`config.mk`:
```
export PLATFORM = sky130hd
export DESIGN_NAME = rx_word_sr
export DESIGN_NICKNAME = d
export VERILOG_FILES = /design/src/rtl/rx_sr_pkg.sv /design/src/rtl/rx_bit_ctr.sv /design/src/rtl/rx_word_sr.sv
export SDC_FILE = /design/constraint.sdc
export NUM_CORES = 1
export LEC_CHECK = 0
export CORE_MARGIN = 2
export CORE_UTILIZATION = 25
export DETAILED_ROUTE_END_ITERATION = 8
export HOLD_SLACK_MARGIN = 0.15
export SLEW_MARGIN = 20
export SYNTH_ARGS = -nofsm -noshare
export SYNTH_HDL_FRONTEND = slang
export SYNTH_SLANG_ARGS = --single-unit
```
`constraint.sdc`:
```
create_clock -name clk -period 1.66 [get_ports clk]
set_clock_uncertainty 0.2 [all_clocks]
set_input_delay 0.166 -clock clk [delete_from_list [all_inputs] [get_ports clk]]
set_output_delay 0.166 -clock clk [all_outputs]
set_load 0.05 [all_outputs]
```
`src/rtl/rx_sr_pkg.sv`:
```
// ---------------------------------------------------------------------------
// rx_sr_pkg
//   Shared types and helpers for the receive word shift register.
//   - rx_state_t   : receiver FSM states (IDLE, SHIFT, PARITY)
//   - RX_DEFAULT_W : default word width
//   - cnt_width()  : width of a counter able to hold 0..data_w
//   PARITY is only reachable when RX_SR_PARITY_EN is defined.
// ---------------------------------------------------------------------------
package rx_sr_pkg;

    typedef enum logic [1:0] {
        IDLE   = 2'd0,
        SHIFT  = 2'd1,
        PARITY = 2'd2
    } rx_state_t;

    localparam int RX_DEFAULT_W = 8;

    function automatic int cnt_width(input int data_w);
        return $clog2(data_w + 1);
    endfunction

endpackage

```
`src/rtl/rx_bit_ctr.sv`:
```
// ---------------------------------------------------------------------------
// rx_bit_ctr
//   Wrapping up-counter: counts 0..MAX_VAL on en, then wraps to 0.
//   Ports:
//     clk  in   system clock
//     rst  in   synchronous active-high reset
//     clr  in   synchronous clear to 0 (wins over en)
//     en   in   advance the count by one
//     cnt  out  current count
//     tc   out  terminal count (cnt == MAX_VAL)
// ---------------------------------------------------------------------------
module rx_bit_ctr #(
    parameter int MAX_VAL = 7,
    parameter int CNT_W   = 3
) (
    input  logic             clk,
    input  logic             rst,
    input  logic             clr,
    input  logic             en,
    output logic [CNT_W-1:0] cnt,
    output logic             tc
);

    logic [CNT_W-1:0] cnt_q;
    logic [CNT_W-1:0] cnt_d;

    assign tc  = (cnt_q == CNT_W'(MAX_VAL));
    assign cnt = cnt_q;

    always_comb begin
        // NOTE: default assignment first so every path drives cnt_d and no latch is inferred.
        cnt_d = cnt_q;
        if (clr) begin
            cnt_d = '0;
        end else if (en) begin
            cnt_d = tc ? '0 : cnt_q + CNT_W'(1);
        end
    end

    // NOTE: sequential state is updated with non-blocking assignments only.
    always_ff @(posedge clk) begin
        if (rst) begin
            cnt_q <= '0;
        end else begin
            cnt_q <= cnt_d;
        end
    end

endmodule

```
`src/rtl/rx_word_sr.sv`:
```
// ---------------------------------------------------------------------------
// rx_word_sr
//   Receive shift register: shifts serial_in on qualified sample strobes,
//   frames DATA_W-bit words and hands them to a consumer through a one-deep
//   valid/ready output buffer. Flags overrun when a completed word finds the
//   buffer full. Optional build macro RX_SR_PARITY_EN adds a trailing parity
//   bit check (parameter PARITY_ODD selects odd parity).
//   Ports:
//     clk, rst       clock, synchronous active-high reset
//     serial_in      synchronised serial data bit
//     sample_strobe  one-cycle pulse: sample serial_in now
//     rx_enable      frame active; low aborts and idles the receiver
//     clear          soft clear of framing, valid and error state
//     rx_ready       consumer accepts rx_word this cycle
//     sr_data        live shift-register contents
//     rx_word        buffered completed word
//     rx_valid       rx_word holds an unconsumed word
//     bit_cnt        bits received in the current word
//     overrun        sticky: completed word dropped, buffer full
//     parity_err     sticky parity error (0 without RX_SR_PARITY_EN)
// ---------------------------------------------------------------------------
module rx_word_sr
    import rx_sr_pkg::*;
#(
    parameter int DATA_W    = RX_DEFAULT_W,
    parameter bit MSB_FIRST = 1'b1
`ifdef RX_SR_PARITY_EN
    , parameter bit PARITY_ODD = 1'b0
`endif
) (
    input  logic                         clk,
    input  logic                         rst,
    input  logic                         serial_in,
    input  logic                         sample_strobe,
    input  logic                         rx_enable,
    input  logic                         clear,
    input  logic                         rx_ready,
    output logic [DATA_W-1:0]            sr_data,
    output logic [DATA_W-1:0]            rx_word,
    output logic                         rx_valid,
    output logic [cnt_width(DATA_W)-1:0] bit_cnt,
    output logic                         overrun,
    output logic                         parity_err
);

    localparam int CNT_W = cnt_width(DATA_W);
`ifdef RX_SR_PARITY_EN
    // Counter parks at DATA_W while waiting for the parity bit.
    localparam int CNT_MAX = DATA_W;
`else
    localparam int CNT_MAX = DATA_W - 1;
`endif

    rx_state_t   state_q, state_d;
    logic [DATA_W-1:0] sr_q, sr_d;
    logic [DATA_W-1:0] rx_word_q, rx_word_d;
    logic              rx_valid_q, rx_valid_d;
    logic              overrun_q, overrun_d;

    logic [DATA_W-1:0] sr_shifted;
    logic [DATA_W-1:0] done_word;
    logic              strobe_ok;
    logic              data_shift;
    logic              last_data;
    logic              word_done;
    logic              ctr_clr;
    logic              ctr_tc;

    // Strobes only count once the FSM has left IDLE, so a strobe coinciding
    // with rx_enable rising is ignored; clear outranks sampling.
    assign strobe_ok  = rx_enable & sample_strobe & ~clear & (state_q != IDLE);
    assign data_shift = strobe_ok & (state_q == SHIFT);
    assign ctr_clr    = clear | ~rx_enable;

    rx_bit_ctr #(
        .MAX_VAL (CNT_MAX),
        .CNT_W   (CNT_W)
    ) u_bit_ctr (
        .clk (clk),
        .rst (rst),
        .clr (ctr_clr),
        .en  (strobe_ok),
        .cnt (bit_cnt),
        .tc  (ctr_tc)
    );

    always_comb begin
        if (MSB_FIRST) begin
            sr_shifted = {sr_q[DATA_W-2:0], serial_in};
        end else begin
            sr_shifted = {serial_in, sr_q[DATA_W-1:1]};
        end
    end

`ifdef RX_SR_PARITY_EN
    logic parity_err_q, parity_err_d;
    logic parity_bad;

    // The word completes on the parity strobe; the parity bit itself never
    // enters the shift register.
    assign last_data  = (bit_cnt == CNT_W'(DATA_W - 1));
    assign word_done  = strobe_ok & (state_q == PARITY) & ctr_tc;
    assign done_word  = sr_q;
    assign parity_bad = serial_in != ((^sr_q) ^ PARITY_ODD);

    always_comb begin
        parity_err_d = parity_err_q;
        if (clear) begin
            parity_err_d = 1'b0;
        end else if (word_done && parity_bad) begin
            parity_err_d = 1'b1;
        end
    end

    always_ff @(posedge clk) begin
        if (rst) begin
            parity_err_q <= 1'b0;
        end else begin
            parity_err_q <= parity_err_d;
        end
    end

    assign parity_err = parity_err_q;
`else
    // Completed value includes the bit being shifted in this cycle.
    assign last_data  = ctr_tc;
    assign word_done  = data_shift & last_data;
    assign done_word  = sr_shifted;
    assign parity_err = 1'b0;
`endif

    always_comb begin
        state_d = state_q;
        if (clear) begin
            state_d = rx_enable ? SHIFT : IDLE;
        end else if (!rx_enable) begin
            state_d = IDLE;
        end else begin
            case (state_q)
                IDLE:   state_d = SHIFT;
`ifdef RX_SR_PARITY_EN
                SHIFT:  if (data_shift && last_data) state_d = PARITY;
`else
                SHIFT:  state_d = SHIFT;
`endif
                PARITY: if (word_done) state_d = SHIFT;
                default: state_d = IDLE;
            endcase
        end
    end

    always_comb begin
        sr_d       = data_shift ? sr_shifted : sr_q;
        rx_word_d  = rx_word_q;
        rx_valid_d = rx_valid_q;
        overrun_d  = overrun_q;
        if (clear) begin
            rx_valid_d = 1'b0;
            overrun_d  = 1'b0;
        end else if (word_done) begin
            // A consumer draining the buffer on the completion edge frees it.
            if (!rx_valid_q || rx_ready) begin
                rx_word_d  = done_word;
                rx_valid_d = 1'b1;
            end else begin
                overrun_d = 1'b1;
            end
        end else if (rx_valid_q && rx_ready) begin
            rx_valid_d = 1'b0;
        end
    end

    always_ff @(posedge clk) begin
        if (rst) begin
            state_q    <= IDLE;
            sr_q       <= '0;
            rx_word_q  <= '0;
            rx_valid_q <= 1'b0;
            overrun_q  <= 1'b0;
        end else begin
            state_q    <= state_d;
            sr_q       <= sr_d;
            rx_word_q  <= rx_word_d;
            rx_valid_q <= rx_valid_d;
            overrun_q  <= overrun_d;
        end
    end

    assign sr_data  = sr_q;
    assign rx_word  = rx_word_q;
    assign rx_valid = rx_valid_q;
    assign overrun  = overrun_q;

endmodule

```
==> metrics.txt, run 1 <==
final hold viol count=0; minimum period implied by the final worst setup slack=1.61 ns; period utilization=96.7%; worst min path class=reg2reg; CTS buffer count=3; Die W=~66 um; clk root buf=clkbuf_8; worst-path maximum fanout=4; PortBufs=28; Req. time, crit path=1.65 ns; unrepaired setup endpoints after global routing=true; fin worst setup slack=0.0547 ns; share of cells above drive strength 1=31.7%; 1st-iter DRT viols=41; drt total wl=2250 um; routed vias=847; startpoint types=flop; Synth Flop Type=dfxtp_1; Pleak=between 0.0005 and 0.0006 uW; Hold-fix buffers, CTS=0; via count of the first global-routing pass=774; CTS tree=built; #FFs+latches synth=23; residual DRC count=0; Hold Slack=about 0.28 ns; Worst Min Path Start=rx_word[0]$_SDFFE_PP0P_; Post-synth ARST share=0%; Routed Antenna Nets=0; commonest non-fill, non-tap cell in the layout=buf_4; Crit Path Category=reg2reg; WL/cell=11.8 um; Setup Total Neg Slack=0 ns; Pwr Total=953 uW; status=finished, final reports clean; part of the Yosys area used for sequential elements=47.8%; Final setup viols=0; Yosys Warn Count=0; average cell area after synthesis=between 9 and 10 um2; maximum clock insertion buffer count=2; Core ar.=3690 um2; initial antenna violation count=0; Syn Nets=~110; worst path arrival time=1.59 ns; Final #Nets=151; Synth cell types=23; CP Capture Type=flop; EDFF count, synth=0; clk_lat worst skew=0.26 ns; DP HPWL=1600 um; H-tree Lvls=1; total congestion overflow=0; first-pass GRT wire length=between 3000 and 4000 um; die height=~66 um; reg-to-reg startpoint=u_bit_ctr.cnt[1]$_SDFFE_PP0P_; vias per inst=4.46; Initial Util=26.1%; max cap viols=0; fin. max-slew vios=0; P per Cell Area=640 nW/um2; Fmax=623 MHz; most frequent cells in the layout=buf_4, nand2_1, dfxtp_1; largest net degree at the start of global routing=29; mapped cell area=963 um2; Layout area overhead=54.5%; DP Cell Count=183; Worst VDD drop=0.000422 V; crit path from=u_bit_ctr.cnt[1]$_SDFFE_PP0P_; routability cong.=0.793; n_diodes=0; io pins=30; Post-Syn Instances=106; Rows=22; fillers=about 370; DR pass1 iterations=4; Place WS=-0.196 ns; GRT Util Overall=10.7%; Sink Count=23; Clock transition at path regs=0.08 ns; Die ar.=4370 um2; non-filler cells, final=190
-- area by class of cell --
type	instances	area, um2	share of cell area, %
Clock buffer	3	41.3	2.77
Clock inverter	1	5.00	0.336
Inverter	1	3.75	0.252
Multi-Input combinational cell	75	484	32.5
Sequential cell	23	470	31.6
Tap cell	48	60.1	4.03
Timing Repair Buffer	39	424	28.5
-- cells by family after synthesis --
kind of cell    count (synthesis)  synth area share (%)
other cells                     1                 0.389
simple gates                   49                  29.5
buf+inv                         8                  4.28
compound gates                 16                  8.44
mux                             8                  8.31
fa+ha+maj                       1                  1.30
flops                          23                  47.8
-- report_power, final --
part,internal (uW),switching [uW]
logic,33.4,29.5
registers,550,1.95
clock network,167,171
total,750,202
-- repair_timing --
action                                 in CTS  in global routing
gates resized for setup                     1                  4
endpoints found under the hold margin       0                  0
pin swaps                                   1                  0
setup buffers                               1                  2
setup endpoints to repair                   8                  9
cloned                                      0                  0
-- worst max-delay path, cell delays in order, from the launching register on --
cell and delay, ns:
dfxtp_4 0.36, ha_4 0.15, and3b_2 0.22, or4_1 0.47, a21oi_1 0.13
-- sequential cells by signal, indices dropped and copies added (netlist names) --
| signal | flops |
|---|---|
| u_bit_ctr.cnt | 4 |
| overrun | 1 |
| rx_word | 8 |
| rx_valid | 1 |
| state_q | 1 |
| sr_data | 8 |
-- stage by stage --
| step | instance area (um2) | utilization (%) |
|---|---|---|
| CTS | 1450 | 39.3 |
| global placement | 1390 | 37.8 |
| detailed placement | 1390 | 37.8 |
| global route | 1490 | 40.4 |
| finish | 1490 | 40.4 |
| floorplan | 973 | - |
-- Yosys cell counts (2+ instances only) --
library cell / count / area, um2
buf_2: 3 / 15.0
a21oi_1: 13 / 65.1
nor2b_1: 2 / 12.5
or3_1: 2 / 12.5
nor3_1: 2 / 10.0
dfxtp_1: 23 / 460
buf_4: 2 / 15.0
mux2i_1: 8 / 80.1
o21ai_0: 2 / 10.0
nand2b_1: 16 / 100
clkbuf_1: 2 / 7.51
nand2_1: 20 / 75.1
-- metal layers --
layer	up-vias	global-route usage [%]	wire length, um	share of wire (%)
met2	29	17.5	1150	51
met4	0	3.06	27	1.2
met5	-	0	0	0
li1	423	-	-	-
met3	2	2.73	151	6.7
met1	393	13.7	914	41
-- worst paths after layout --
kind / end / slack [ns] / cells after the start
max: u_bit_ctr.cnt[3]$_SDFFE_PP0P_ / 0.05 / 4
min: rx_word[0]$_SDFFE_PP0P_ / 0.28 / 2
max reg2reg: u_bit_ctr.cnt[3]$_SDFFE_PP0P_ / 0.05 / 4
min reg2reg: rx_word[0]$_SDFFE_PP0P_ / 0.28 / 2
Power figures use the tool's default switching activity.
==> run 2: changes to the inputs <==
--- a/config.mk
+++ b/config.mk
@@ -5,11 +5,15 @@
 export SDC_FILE = /design/constraint.sdc
 export NUM_CORES = 1
 export LEC_CHECK = 0
+export CELL_PAD_IN_SITES_DETAIL_PLACEMENT = 0
+export CELL_PAD_IN_SITES_GLOBAL_PLACEMENT = 1
 export CORE_MARGIN = 2
 export CORE_UTILIZATION = 25
 export DETAILED_ROUTE_END_ITERATION = 8
 export HOLD_SLACK_MARGIN = 0.15
+export PLACE_DENSITY_LB_ADDON = 0.1
 export SLEW_MARGIN = 20
 export SYNTH_ARGS = -nofsm -noshare
 export SYNTH_HDL_FRONTEND = slang
+export SYNTH_HIERARCHICAL = 1
 export SYNTH_SLANG_ARGS = --single-unit
==> constraint.sdc (replaced) <==
create_clock -name clk -period 1.66 [get_ports clk]
set_clock_uncertainty 0.2 [all_clocks]
set_input_delay 0.332 -clock clk [delete_from_list [all_inputs] [get_ports clk]]
set_output_delay 0.332 -clock clk [all_outputs]
set_load 0.05 [all_outputs]
==> run 2 against run 1 <==
Core utilization increased by 4.9 points. Non-clock buffer count increased by 3. Worst hold slack better by 0.019 ns. Sequential share of layout area fell by 3.4 points. Combinational power decreased by 1%.
==> metrics.txt, run 2 <==
status=finished, final reports clean; routed vias=809 (-4.5%); GRT Util Overall=11.9% (+1.3 points); share of cells above drive strength 1=33.3% (+1.6 points); Hold-fix buffers, CTS=0 (unchanged); period utilization=94.9% (-1.8 points); unrepaired setup endpoints after global routing=false; Setup Total Neg Slack=0 ns (unchanged); worst path arrival time=1.57 ns (-0.02 ns); FF-to-FF End=rx_word[0]$_SDFFE_PP0P_; startpoint types=input pin; io pins=30 (unchanged); reg-to-reg startpoint=u_bit_ctr/cnt[3]$_SDFFE_PP0P_; Yosys Warn Count=6 (+6); final hold viol count=0 (unchanged); count leader, synth=dfxtp_1; cell accounting for the most synthesized area=dfxtp_1; WL/cell=12.2 um (+3.1%); residual DRC count=0 (unchanged); Synth top cells by count=dfxtp_1, nand2b_1, nand2_1; Sink Count=23 (unchanged); Final #Nets=153 (+1.3%); top-area cell type share of the netlist area=47.9% (+0.062 points); worst min path class=reg2reg; vias per inst=4.21 (-5.5%); maximum clock insertion buffer count=2 (unchanged); Fmax=635 MHz (+1.9%); Rows=22 (unchanged); Synth Flop Type=dfxtp_1; CTS tree=built; Hold Slack=0.300 ns (+0.0191 ns); Core ar.=3690 um2 (unchanged); worst-path maximum fanout=8 (+4); fillers=347 (-7.2%); most frequent cells in the layout=buf_12, dfxtp_1, nand2b_1; Clock transition at path regs=0.09 ns (about the same); Final setup viols=0 (unchanged); clk_lat worst skew=0.27 ns (about the same); EDFF count, synth=0 (unchanged); total congestion overflow=0 (unchanged); Worst VDD drop=0.000595 V (+41%); final instance area=1670 um2 (+12%); first-pass GRT wire length=4020 um (+12%); Synth cell types=23 (unchanged); Crit Path Category=in2reg; Worst Hold Path EP=sr_data[7]$_SDFFE_PP0P_; DP HPWL=1710 um (+7.0%); DP Cell Count=186 (+1.6%); n_diodes=0 (unchanged); CP Capture Type=flop; Initial Util=26.1% (-0.034 points); Pleak=0.000615 uW (+14%); #FFs+latches synth=23 (unchanged); clk root buf=clkbuf_8; mapped cell area=962 um2 (-0.13%); CTS buffer count=3 (unchanged); via count of the first global-routing pass=846 (+9.3%); Layout area overhead=73.5%; average cell area after synthesis=9.34 um2 (+2.8%); Post-synth ARST share=0% (unchanged); non-filler cells, final=192 (+1.1%); Post-Syn Instances=103 (-2.8%); fin. max-slew vios=0 (unchanged); Routed Antenna Nets=0 (unchanged); Place WS=-0.290 ns (-0.0931 ns); H-tree Lvls=1 (unchanged); drt total wl=2340 um (+4.2%); initial antenna violation count=0 (unchanged); placed cell areas=1590 um2 (+14%); 1st-iter DRT viols=25 (-39%); Syn Nets=111 (-2.6%); Req. time, crit path=1.66 ns (about the same); Die W=66.0 um (about the same); largest net degree at the start of global routing=19 (-34%); die height=66.0 um (about the same); R2R setup slack=0.13 ns (+0.08 ns); routability cong.=0.710 (-10%); P per Cell Area=578 nW/um2 (-9.6%); Die ar.=4360 um2 (-0.14%); top cells by area, synth=dfxtp_1, nand2b_1, mux2i_1, nand2_1, a21oi_1; part of the Yosys area used for sequential elements=47.9% (+0.062 points); PortBufs=28 (unchanged); worst reg2reg path depth=5 (+1); Worst Hold Depth=2 (unchanged); commonest non-fill, non-tap cell in the layout=buf_12; minimum period implied by the final worst setup slack=1.57 ns (-0.0304 ns); Worst Min Path Start=sr_data[7]$_SDFFE_PP0P_; DR pass1 iterations=4 (unchanged); max cap viols=0 (unchanged); fin worst setup slack=0.0851 ns (+0.0304 ns)
[run 2: cell types whose count changed after synthesis, moves of 2 or more]
cell / change
buf_2: -2
or3_1: -2
nand2_1: -3
nor2_1: +3
a21oi_1: -4
xor2_1: +2
nand2b_1: +2
[run 2: kinds of logic after synthesis]
kind of cell | Yosys count | synth area share [%]
and+or+nand+nor | 48 | 28.5
DFF | 23 | 47.9
AOI/OAI and AO/OA | 11 | 5.85
muxes | 9 | 9.36
buffers and inverters | 7 | 4.03
xor gates and xnor gates | 3 | 2.73
adders and majority gates | 1 | 1.30
other | 1 | 0.390
[run 2: worst max-delay path by stage]
stage / startpoint / endpoint / slack (ns) / cells past startpoint
3_5_place_dp: rx_enable / rx_word[0]$_SDFFE_PP0P_ / -0.29 / 5
6_report: clear / rx_word[0]$_SDFFE_PP0P_ / 0.09 / 5
4_1_cts: sample_strobe / rx_word[0]$_SDFFE_PP0P_ / 0.007 / 5
2_1_floorplan: u_bit_ctr/cnt[0]$_SDFFE_PP0P_ / rx_word[1]$_SDFFE_PP0P_ / 0.03 / 6
3_3_place_gp: rx_enable / rx_word[3]$_SDFFE_PP0P_ / -0.23 / 5
5_1_grt: u_bit_ctr/cnt[1]$_SDFFE_PP0P_ / rx_word[1]$_SDFFE_PP0P_ / 0.01 / 6
[run 2: final cells by class]
class	count	area [um2]	area share, %
flip-flops and latches	23	470	28.2
clock inverters	1	5.00	0.300
clock buffers	3	41.3	2.47
repair buffers	42	611	36.6
inverters	2	7.51	0.450
multi-input cells	73	474	28.4
well taps	48	60.1	3.60
[run 2: where the power goes]
part | leakage [uW] | total, uW | internal (uW) | switching, uW
sequential | 0.000188 | 551 | 550 | 1.52
clock | 0.0000255 | 352 | 168 | 184
combinational | 0.000402 | 62.1 | 31.6 | 30.6
[run 2: repair_timing]
item,4_1_cts,5_1_grt
setup endpoints to repair,3,8
buffers inserted,0,2
resized for setup,2,3
pin swaps,0,1
[run 2: through the flow]
step / utilization (%) / total power (uW)
final: 45.3 / 965
after floorplan: - / 592
after detailed placement: 43.1 / 627
after global routing: 45.3 / 1010
after global placement: 43.1 / 627
after CTS: 44.4 / 980
[run 2: worst max-delay path, cell delays in order]
cell and delay (ns):
clkdlybuf4s50_1 0.41, buf_4 0.16, nor4b_4 0.27, buf_6 0.19, mux2i_1 0.20
[run 2: layer usage]
metal	routed length [um]	vias to the layer above	track usage, %
met5	0	-	0
met1	1110	369	16.0
met2	1070	20	18.8
met3	139	2	4.43
li1	-	418	-
met4	13	0	1.53
